## src/rtl/sw_debouncer.sv

```systemverilog
// sw_debouncer: two-flop synchroniser and independent per-bit debounce counters for board switches/buttons.
// Define SW_DEBOUNCER_EVENT_EN to build the valid/ready change-event record channel (evt_*).
module sw_debouncer #(
    parameter int WIDTH           = 8,
    parameter int DEBOUNCE_CYCLES = 1000000,
    parameter int CNT_W           = 20
) (
    input  logic             clk,
    input  logic             rst_n,
    input  logic [WIDTH-1:0] sw_raw,
    output logic [WIDTH-1:0] sw_clean,
    output logic [WIDTH-1:0] sw_rise,
    output logic [WIDTH-1:0] sw_fall,
    output logic             evt_valid,
    output logic [WIDTH-1:0] evt_data,
    output logic             evt_ovf,
    input  logic             evt_ready
);

    localparam logic [CNT_W-1:0] CNT_LAST = CNT_W'(DEBOUNCE_CYCLES - 1);

    logic [WIDTH-1:0] s1;
    logic [WIDTH-1:0] s2;
    logic [CNT_W-1:0] cnt     [WIDTH];
    logic [CNT_W-1:0] cnt_nxt [WIDTH];
    logic [WIDTH-1:0] clean_nxt;
    logic             chg;

    // A bit's count only advances while the synchronised level disagrees with the accepted one.
    always_comb begin
        clean_nxt = sw_clean;
        for (int i = 0; i < WIDTH; i++) begin
            cnt_nxt[i] = '0;
            if (s2[i] != sw_clean[i]) begin
                if (cnt[i] == CNT_LAST) begin
                    clean_nxt[i] = s2[i];
                end else begin
                    cnt_nxt[i] = cnt[i] + CNT_W'(1);
                end
            end
        end
    end

    assign chg = |(clean_nxt ^ sw_clean);

    always_ff @(posedge clk) begin
        if (!rst_n) begin
            s1       <= '0;
            s2       <= '0;
            sw_clean <= '0;
            sw_rise  <= '0;
            sw_fall  <= '0;
            for (int i = 0; i < WIDTH; i++) begin
                cnt[i] <= '0;
            end
        end else begin
            s1       <= sw_raw;
            s2       <= s1;
            sw_clean <= clean_nxt;
            sw_rise  <= clean_nxt & ~sw_clean;
            sw_fall  <= ~clean_nxt & sw_clean;
            for (int i = 0; i < WIDTH; i++) begin
                cnt[i] <= cnt_nxt[i];
            end
        end
    end

`ifdef SW_DEBOUNCER_EVENT_EN
    // A new change always wins the slot; overflow records whether an unaccepted record was lost.
    always_ff @(posedge clk) begin
        if (!rst_n) begin
            evt_valid <= 1'b0;
            evt_data  <= '0;
            evt_ovf   <= 1'b0;
        end else if (chg) begin
            evt_valid <= 1'b1;
            evt_data  <= clean_nxt;
            evt_ovf   <= evt_valid && !evt_ready;
        end else if (evt_valid && evt_ready) begin
            evt_valid <= 1'b0;
            evt_ovf   <= 1'b0;
        end
    end
`else
    logic unused_evt;

    assign unused_evt = evt_ready ^ chg;
    assign evt_valid  = 1'b0;
    assign evt_data   = '0;
    assign evt_ovf    = 1'b0;
`endif

endmodule

```

## config.mk

```make
export PLATFORM = sky130hd
export DESIGN_NAME = sw_debouncer
export DESIGN_NICKNAME = d
export VERILOG_FILES = /design/src/rtl/sw_debouncer.sv
export SDC_FILE = /design/constraint.sdc
export NUM_CORES = 1
export LEC_CHECK = 0
export BUFFER_PORTS_ARGS = -buffer_cell sky130_fd_sc_hd__buf_2
export CORE_MARGIN = 4
export CORE_UTILIZATION = 25
export DETAILED_ROUTE_END_ITERATION = 8
export GPL_ROUTABILITY_DRIVEN = 0
export GPL_TIMING_DRIVEN = 0
export PLACE_DENSITY_LB_ADDON = 0.3
export SLEW_MARGIN = 20
export SYNTH_ARGS = -nofsm -noshare
export SYNTH_HDL_FRONTEND = slang
export SYNTH_SLANG_ARGS = --single-unit
export TNS_END_PERCENT = 30
```

## constraint.sdc

```tcl
create_clock -name clk -period 2.65 [get_ports clk]
set_input_delay 0.53 -clock clk [delete_from_list [all_inputs] [get_ports clk]]
set_output_delay 0.53 -clock clk [all_outputs]
set_load 0.01 [all_outputs]
```

# Yosys cells after proc, flatten, opt, wreduce, memory -nomap -nowiden
# Memory sizes are Yosys's and may differ from the RTL's.
# Cells that the tools add are included.
# op_classes
n_mux	42
n_mul	0
bitwise	12
n_shift	0
n_div	0
add_sub_neg	8
n_eq_ne	16
magnitude_cmp	0
reduce_logical	0
# ops
cell	n
two-way mux 20 bit	24
adder 20 x 1 -> 20 bit, second input constant	8
== test 20 bit, second input constant	8
two-way mux 1 bit	18
bitwise AND 8 bit	2
inverter 8 bit	2
!= test 1 bit	8
bitwise OR 1 bit	8
# word_totals
elab_cells	84
regBits	40
output_inout_bits	34
inputBits	11
latchBits	0
rom_bits	0
memories	1
ramBits	160
# memory_table
memory	words	width	rd	rd_clocked_by_memory_dff	write_ports	line	source
cnt	8	20	8	0	8	24	logic [CNT_W-1:0] cnt [WIDTH];

# Logic depth before layout (Yosys ltp)
# Gate-level depths: netlist of run 1.
# An unclocked memory read counts as a cell.
# logic_depth
word_depth	6
depth_mapped	7
depth_no_buf	5

# Worst setup path before layout of run 1
# OpenSTA, ideal clock, no wires.
# synth_path
path_kind	reg-to-reg
startpoint	mem cnt[4][0], in the netlist cnt[1][0]
endpoint	mem cnt[4][10], in the netlist cnt[1][10]
path_buffers	2
arrival_time_ns	1.890
required_ns	2.533
path_stages_with_launch	8
period_less_slack_ns	2.008
setup_time_ns	0.117
setup_slack_ns	0.642
cell_sequence	dfxtp_1 -> ha_1 -> nand3_1 -> or2_2 -> clkbuf_1 -> o21ai_1 -> buf_2 -> nor2_1
# synth_rtl
element	line
start: declaration	24

==> results.json, run 1 <==
{
  "min_period_ps": 2340,
  "die_area_um2": 37700,
  "grt_pass1_wl_um": 31400,
  "dp_hpwl_um": 12800,
  "rows": 67,
  "grt_usage_pct": 9.74,
  "worstSetupPathType": "reg2reg",
  "fmax_mhz": 428,
  "wirelength_um": 18100,
  "ios": 45,
  "crit_fanout": 10,
  "die_x_um": 194,
  "finClkSkew_ps": 13.3,
  "tightest_slew_ps": 770,
  "cts.path.max_buffers": 2,
  "seqCellArea_um2": 4000,
  "hold_path_depth": 2,
  "synth_top_flop_cell": "dfxtp_1",
  "postLayoutSetupSlackWorst_ps": 311,
  "yosys_warnings": 0,
  "synthCells": 989,
  "synth.ff_latch_count": 200,
  "netlist_area_um2": 8650,
  "cts_root_buffer": "clkbuf_16",
  "drive_gt1_share_pct": 8.76,
  "numCtsBuffers": 17,
  "fillers": 3689,
  "r2r_end": "cnt[1][10]",
  "wl_per_cell_um": 12.0,
  "ys_top_cells_by_count": "200 x dfxtp_1, 127 x nor2_1, 64 x xnor2_1",
  "r2r_slack_ps": 310,
  "slew_violations": 0,
  "ant_nets": 0,
  "setup_viol": 0,
  "hold_end": "s1[4]",
  "p_leak_nw": 3.03,
  "hold_start": "sw_raw[4]",
  "startpoint_type": "register",
  "portBuffers": 32,
  "max_slew_margin_pct": 48.6,
  "period_share_pct": 88.2,
  "cts_tree": "built",
  "cp-end-kind": "register",
  "multi_input_area_um2": 4340,
  "synth_edf_count": 0,
  "final_nets": 1068,
  "hold_viol": 0,
  "rr_startpoint": "cnt[1][0]",
  "grt_pass1_vias": 6545,
  "crit_arrival_ps": 2660,
  "ir_worst_vdd_mv": 0.440,
  "cts-htree-levels": 4,
  "initial_utilization_pct": 25.6,
  "fin_setup_tns_ps": 0,
  "grt_max_degree": 19,
  "grt.overflow.total": 0,
  "syn2layout_area_growth_pct": 15.5,
  "vias_per_cell": 4.52,
  "syn-mean-instance-area_um2": 8.75,
  "status": "finished clean",
  "yosysTopAreaCellShare_pct": 46.3,
  "synth_most_common_cell": "dfxtp_1",
  "cts.sinks": 200,
  "clk_latency_ps": 440,
  "seq_area_frac_synth_pct": 46.3,
  "synth_area_leaders": "dfxtp_1 46%, xnor2_1 6.5%, nor2_1 5.5%",
  "first_iter_violations": 307,
  "yosys.area.top_type": "dfxtp_1",
  "rr_worst_depth": 7,
  "hold_class": "in2reg",
  "num_vias": 6824,
  "power_density_nw_per_um2": 568,
  "rsz0062_at_grt": "no",
  "drcViolationCount": 0,
  "post_synth_num_cell_types": 44,
  "synthArstFlopShare_pct": 0,
  "core-area_um2": 33900,
  "die-height_um": 194,
  "place_ws_ps": 5.64,
  "hold_buffers": 0,
  "cts.clk_slew.worst_paths_ps": 70,
  "antenna_found_initial": 0,
  "worst_ep_required_time_ps": 2970,
  "drv_cap": 0,
  "whs_ps": 295,
  "firstDrtPassIters": 6
}
## how the worst max path moves through the flow
stage / startpoint / end / slack, ps / depth (start not counted)
2_1_floorplan: cnt[1][0] / cnt[1][10] / 640 / 7
3_3_place_gp: rst_n / s2[1] / 40 / 4
3_5_place_dp: rst_n / s2[1] / 6 / 4
4_1_cts: cnt[1][0] / cnt[1][10] / 20 / 7
5_1_grt: cnt[1][0] / cnt[1][15] / 70 / 7
6_report: cnt[1][0] / cnt[1][10] / 310 / 7
## power by group
part           switching [mW]  internal, mW
registers             0.00833          3.02
clock network            1.22          1.35
logic                  0.0589        0.0308
## critical path: stages, from the launching register on
cell,delay (ps)
dfxtp_1,400
ha_1,210
nand3_1,250
or2_2,360
clkbuf_1,160
o21ai_2,440
buf_2,330
nor2_1,70
## cell families after synthesis
kind of cell | synth area share (%)
simple gates | 30.3
flops | 46.3
compound gates | 7.52
xor+xnor | 10.6
buf+inv | 4.08
fa+ha+maj | 1.16
other cells | 0.0433
## through the flow
step / instances / instance area [um^2] / total power, mW / utilization (%)
finish: 1511 / 10000 / 5.68 / 29.5
global route: 1510 / 9990 / 5.91 / 29.5
CTS: 1510 / 9990 / 5.77 / 29.5
detailed placement: 1478 / 9410 / 3.19 / 27.8
global placement: 1478 / 9410 / 3.19 / 27.8
floorplan: 998 / 8690 / 3.15 / -
## per-layer routing
layer / up-vias / global-route usage (%) / part of all wire (%)
met2: 69 / 15.0 / 44
met1: 3154 / 13.6 / 52
met5: - / 0 / 0
met3: 11 / 2.54 / 3.5
li1: 3590 / - / -
met4: 0 / 2.42 / 0.92
## registers in the layout, summed over array words and instances, names as in the netlist
| signal | flops |
|---|---|
| sw_fall | 8 |
| s2 | 8 |
| sw_rise | 8 |
| sw_clean | 8 |
| cnt | 160 |
| s1 | 8 |
## cell usage in the layout (no fill, tap or decap), types with 2 or more instances in the layout
master / netlist / routed
xor2_1: 41 / 41
nor4b_1: 13 / 13
nor3_1: 27 / 27
conb_1: 1 / 10
nand2_1: 54 / 54
buf_4: 11 / 11
xnor2_1: 64 / 64
and4_1: 17 / 17
and3_1: 19 / 19
o211ai_1: 4 / 4
or4b_1: 2 / 2
nor2b_1: 8 / 8
dfxtp_1: 200 / 200
inv_6: 0 / 5
or3_1: 28 / 28
nand4_2: 2 / 2
buf_2: 3 / 35
clkbuf_16: 0 / 17
nor2_1: 127 / 127
o21ai_0: 30 / 30
inv_1: 42 / 42
clkinv_4: 0 / 4
nor4_1: 21 / 21
nand3_1: 53 / 53
and2_1: 20 / 20
o31ai_1: 20 / 20
clkbuf_1: 26 / 26
a21oi_1: 51 / 51
nor3b_1: 5 / 5
or4_1: 31 / 31
clkinv_2: 0 / 2
nand4_1: 39 / 39
nor4bb_1: 3 / 3
or2_2: 6 / 6
ha_1: 8 / 8
## layout make-up
| type | instances | share of cell area, % |
|---|---|---|
| clock inverter | 14 | 1.38 |
| antenna | 1 | 0.0250 |
| sequential | 200 | 40.1 |
| clock buffer | 18 | 4.39 |
| multi-input combinational | 716 | 43.4 |
| inverter | 42 | 1.58 |
| tap | 448 | 5.61 |
| timing repair buffer | 32 | 1.60 |
| buffer | 40 | 1.95 |
## timing repair
| action | CTS | global route |
|---|---|---|
| setup endpoints to repair | 0 | 20 |
| hold endpoints to repair | 0 | 0 |
| gates resized for setup | 0 | 2 |
| setup buffers | 0 | 0 |
No activity file was read; power rests on OpenSTA's default activity.
==> inputs of run 2 (changes only) <==
--- a/config.mk
+++ b/config.mk
@@ -7,11 +7,12 @@
 export LEC_CHECK = 0
 export BUFFER_PORTS_ARGS = -buffer_cell sky130_fd_sc_hd__buf_2
 export CORE_MARGIN = 4
-export CORE_UTILIZATION = 25
+export CORE_UTILIZATION = 49
 export DETAILED_ROUTE_END_ITERATION = 8
 export GPL_ROUTABILITY_DRIVEN = 0
 export GPL_TIMING_DRIVEN = 0
 export PLACE_DENSITY_LB_ADDON = 0.3
+export SKIP_CTS_REPAIR_TIMING = 1
 export SLEW_MARGIN = 20
 export SYNTH_ARGS = -nofsm -noshare
 export SYNTH_HDL_FRONTEND = slang
==> run 2 against run 1 <==
  * Count of clock-buffer cells in the layout is 7 higher
  * Largest cell class unchanged
  * Utilization is 27 points higher
  * Wire length is 5.6% lower
  * Flip-flop and latch count stayed put
  * First-iteration DRC count is 9.8% higher
  * Hold slack better by 8.5 ps
  * Highest routed layer unchanged
  * Setup slack better by 19 ps
  * Fmax is 0.83% higher
  * Largest power group unchanged
  * Clock skew is 3.2 ps lower
  * Cell count is 15% lower
==> results.json, run 2 (same netlist as run 1, synthesis figures left out) <==
{
  "core-area_um2": 17300,
  "layout_commonest_cell": "dfxtp_1",
  "wirelength_um": 17100,
  "r2r_slack_ps": 330,
  "hold_class": "in2reg",
  "first_iter_violations": 337,
  "period_share_pct": 87.5,
  "max_slew_margin_pct": 48.5,
  "worst_ep_required_time_ps": 2970,
  "numCtsBuffers": 17,
  "final_nets": 1068,
  "status": "finished clean",
  "startpoint_type": "register",
  "crit_arrival_ps": 2640,
  "finalNonFillerCells": 1287,
  "num_vias": 6915,
  "grt_usage_pct": 17.6,
  "regMostFlops": "cnt",
  "die-height_um": 141,
  "fmax_mhz": 431,
  "setup_viol": 0,
  "tightest_slew_ps": 773,
  "ant_nets": 0,
  "ir_worst_vdd_mv": 0.467,
  "die_x_um": 141,
  "power_density_nw_per_um2": 579,
  "n_antenna_cell": 0,
  "cts-htree-levels": 4,
  "rsz0062_at_grt": "no",
  "cts_tree": "built",
  "p_leak_nw": 3.02,
  "grt_max_degree": 17,
  "layout_common_cells": "200 x dfxtp_1, 127 x nor2_1, 64 x xnor2_1",
  "grt.overflow.total": 0,
  "cts_root_buffer": "clkbuf_16",
  "vias_per_cell": 5.37,
  "cts.sinks": 200,
  "grt_pass1_wl_um": 29400,
  "drive_gt1_share_pct": 8.38,
  "drcViolationCount": 0,
  "wl_per_cell_um": 13.3,
  "portBuffers": 32,
  "rows": 48,
  "cp-end-kind": "register",
  "dp.cells": 1255,
  "hold_viol": 0,
  "initial_utilization_pct": 50.0,
  "firstDrtPassIters": 5,
  "slew_violations": 0,
  "dp_hpwl_um": 11500,
  "clk_latency_ps": 430,
  "largest_reg_flops": 160,
  "drv_cap": 0,
  "crit_fanout": 10,
  "antenna_found_initial": 0,
  "min_period_ps": 2320,
  "cts.path.max_buffers": 2,
  "cts.clk_slew.worst_paths_ps": 70,
  "die_area_um2": 19900,
  "ios": 45,
  "fin_setup_tns_ps": 0,
  "finClkSkew_ps": 10.0,
  "worstSetupPathType": "reg2reg",
  "syn2layout_area_growth_pct": 12.1,
  "grt_pass1_vias": 6418
}
==> run 2: cell types whose count changed in the layout (fill, tap and decap cells not counted), sizes merged <==
cell,before,now
inv,48,43
diode,1,0
clkinv,6,4
clkbuf,44,51
==> run 2: stage by stage <==
stage | instance area (um^2) | util [%] | power [mW] | setup WS (ps) | hold slack [ps]
2_1_floorplan | 8690 | - | 3.15 | 642 | 412
3_3_place_gp | 9130 | 52.8 | 3.18 | 158 | 417
3_5_place_dp | 9130 | 52.8 | 3.18 | 75.8 | 418
4_1_cts | 9690 | 56.0 | 5.67 | 12.6 | 285
5_1_grt | 9700 | 56.1 | 5.80 | 109 | 289
6_report | 9700 | 56.1 | 5.61 | 331 | 303
==> run 2: per-layer routing <==
metal	global-route usage [%]	share of wire (%)
met1	23.5	49
met2	28.6	46
met3	4.51	3.7
met4	4.95	1.0
met5	0	0
==> run 2: report_power, final <==
| group | leakage [nW] | internal (mW) | switching, mW |
|---|---|---|---|
| combinational | 1.13 | 0.0308 | 0.0558 |
| sequential | 1.61 | 3.02 | 0.00910 |
| clock | 0.277 | 1.40 | 1.10 |
| total | 3.02 | 4.45 | 1.17 |
==> run 2: path summary, 6_finish.rpt <==
| path | startpoint | endpoint | depth (start not counted) |
|---|---|---|---|
| setup / recovery | cnt[1][0] | cnt[1][10] | 7 |
| hold / removal | sw_raw[6] | s1[6] | 2 |
| setup reg to reg | cnt[1][0] | cnt[1][10] | 7 |
| hold reg to reg | s1[4] | s2[4] | 1 |
==> run 2: worst max-delay path: stages (launching register included) <==
cell and delay, ps:
dfxtp_1 390, ha_1 200, nand3_1 250, or2_2 370, clkbuf_1 160, o21ai_2 450, buf_2 310, nor2_1 80
==> run 2: layout make-up <==
cell class,count,area (um^2)
repair buffers,32,160
clock buffers,25,495
well taps,225,282
clock inverters,7,66.3
inverters,42,158
multi-input cells,716,4340
fillers,1561,7600
flip-flops and latches,200,4000
plain buffers,40,195
==> inputs of run 3 (changes only) <==
--- a/config.mk
+++ b/config.mk
@@ -5,12 +5,14 @@
 export SDC_FILE = /design/constraint.sdc
 export NUM_CORES = 1
 export LEC_CHECK = 0
+export ABC_AREA = 1
 export BUFFER_PORTS_ARGS = -buffer_cell sky130_fd_sc_hd__buf_2
 export CORE_MARGIN = 4
 export CORE_UTILIZATION = 49
 export DETAILED_ROUTE_END_ITERATION = 8
 export GPL_ROUTABILITY_DRIVEN = 0
 export GPL_TIMING_DRIVEN = 0
+export MAX_ROUTING_LAYER = met4
 export PLACE_DENSITY_LB_ADDON = 0.3
 export SKIP_CTS_REPAIR_TIMING = 1
 export SLEW_MARGIN = 20
==> run 3 against run 2 <==
  * Cell count increased by 41%
  * Clock skew decreased by 2.8 ps
  * Critical path type unchanged
  * Via count increased by 27%
  * Setup slack improved by 640 ps
  * Wire length increased by 20%
==> results.json, run 3 <==
{
  "status": "finished clean",
  "p_leak_nw": 3.63,
  "synth_top_flop_cell": "dfxtp_1",
  "portBuffers": 32,
  "regMostFlops": "cnt",
  "antenna_found_initial": 0,
  "crit_path_start": "cnt[0][20]",
  "worst_ep_required_time_ps": 2960,
  "synthArstFlopShare_pct": 0,
  "wl_per_cell_um": 11.3,
  "netlist_area_um2": 9830,
  "ir_worst_vdd_mv": 0.447,
  "grt_usage_pct": 19.3,
  "finClkSkew_ps": 7.27,
  "num_vias": 8811,
  "numCtsBuffers": 17,
  "r2r_end": "cnt[0][20]",
  "dp_hpwl_um": 15300,
  "layout_common_cells": "381 x nand2_1, 336 x nor2_1, 200 x dfxtp_1",
  "synth_edf_count": 0,
  "seq_area_frac_synth_pct": 40.7,
  "startpoint_type": "register",
  "die_x_um": 150,
  "initial_utilization_pct": 50.2,
  "dp.cells": 1780,
  "grt.overflow.total": 0,
  "finalPower_mw": 5.68,
  "max_slew_margin_pct": 66.5,
  "first_iter_violations": 502,
  "cts_tree": "built",
  "wirelength_um": 20500,
  "rsz0062_at_grt": "no",
  "crit_arrival_ps": 2000,
  "syn2layout_area_growth_pct": 11.3,
  "grt_max_degree": 18,
  "final_nets": 1553,
  "postLayoutSetupSlackWorst_ps": 970,
  "highest_layer": "met4",
  "cts.clk_slew.worst_paths_ps": 70,
  "utilization_pct": 55.9,
  "ys_top_cells_by_count": "381 x nand2_1, 336 x nor2_1, 200 x dfxtp_1",
  "wl_met3_um": 959,
  "place_ws_ps": 879,
  "multi_input_area_um2": 5040,
  "n_antenna_cell": 0,
  "synth-simple-area-share_pct": 39.0,
  "finalNonFillerCells": 1812,
  "power_density_nw_per_um2": 519,
  "drcViolationCount": 0,
  "fin_setup_tns_ps": 0,
  "yosysTopAreaCellShare_pct": 40.7,
  "synth_top_family_by_area": "simple AND/OR/NAND/NOR gates",
  "rr_startpoint": "cnt[0][20]",
  "syn-mean-instance-area_um2": 6.67,
  "ios": 45,
  "rr_worst_depth": 7,
  "wl_met2_um": 9170,
  "setup_viol": 0,
  "drv_cap": 0,
  "crit_fanout": 10,
  "grt_pass1_wl_um": 35000,
  "synth_area_leaders": "dfxtp_1 41%, nand2_1 15%, nor2_1 13%",
  "cts.sinks": 200,
  "r2r_slack_ps": 970,
  "slew_violations": 0,
  "yosys_warnings": 0,
  "place_area_um2": 10400,
  "ant_nets": 0,
  "synth_adder_area_share_pct": 1.02,
  "synth_xor_area_share_pct": 5.43,
  "post_synth_num_cell_types": 34,
  "layout_commonest_cell": "nand2_1",
  "tightest_slew_ps": 502,
  "cts-htree-levels": 4,
  "seqCellArea_um2": 4000,
  "die_area_um2": 22400,
  "vias_per_cell": 4.86,
  "yosys.area.top_type": "dfxtp_1",
  "fillers": 1885,
  "synth_most_common_cell": "nand2_1",
  "crit_end": "cnt[0][20]",
  "core-area_um2": 19600,
  "wl_met1_um": 10100,
  "die-height_um": 150,
  "period_share_pct": 63.4,
  "cp-end-kind": "register",
  "worstSetupPathType": "reg2reg",
  "synth_mux_area_share_pct": 0,
  "synthCells": 1474,
  "design_area_um2": 10900,
  "fmax_mhz": 595,
  "grt_pass1_vias": 7916,
  "whs_ps": 276,
  "largest_reg_flops": 160,
  "clk_latency_ps": 430,
  "cts.path.max_buffers": 2,
  "min_period_ps": 1680,
  "synth.ff_latch_count": 200,
  "synth_compound_area_share_pct": 5.37,
  "cts_root_buffer": "clkbuf_16",
  "hold_class": "in2reg",
  "hold_viol": 0,
  "rows": 51,
  "firstDrtPassIters": 7,
  "drive_gt1_share_pct": 8.21
}
[run 3: cell count changes after synthesis, sizes merged, moves of 17 or more]
cell	delta
nand2	+330
nor2	+222
inv	+120
nand3	+53
xnor2	-38
or4	-32
or3	-29
clkbuf	-26
a21oi	+22
nor4	-20
o31ai	-20
and3	-19
and2	-18
and4	-17
[run 3: cells by family after synthesis]
logic type                 count (synthesis)
xor gates and xnor gates                  61
other                                      1
adders and majority gates                  8
buffers and inverters                    191
and+or+nand+nor                          912
DFF                                      200
AOI/OAI and AO/OA                        101
[run 3: where the power goes]
part           internal, mW  total, mW  switching [mW]
clock                  1.39       2.55            1.16
sequential             3.02       3.03          0.0101
combinational        0.0354     0.0999          0.0645
total                  4.44       5.68            1.23
[run 3: layer usage]
metal  vias to the layer above  track usage, %
met5                         -               -
met4                         0            6.45
met3                        24            3.88
met2                       180            30.1
met1                      3903            25.2
li1                       4704               -
[run 3: layout make-up]
type,instances,share of cell area (%)
tap,265,3.03
inverter,162,5.56
clock buffer,21,4.30
multi-input combinational,1092,46.0
buffer,29,1.98
clock inverter,11,1.04
timing repair buffer,32,1.46
sequential,200,36.6
[run 3: worst max-delay path: stages, from the launching register on]
cell and delay, ps:
dfxtp_1 430, ha_1 310, nand3_2 150, nor2_1 160
nand3_2 140, nand2_4 160, buf_6 160, nor2_1 50
[run 3: how the worst min path moves through the flow]
stage | depth (start not counted) | endpoint | slack (ps) | start
after global placement | 2 | s2[6] | 390 | s1[6]
after global routing | 3 | s1[6] | 270 | sw_raw[6]
after detailed placement | 2 | s2[0] | 400 | s1[0]
after CTS | 3 | s1[7] | 250 | sw_raw[7]
final | 3 | s1[7] | 280 | sw_raw[7]
after floorplan | 2 | s2[0] | 390 | s1[0]
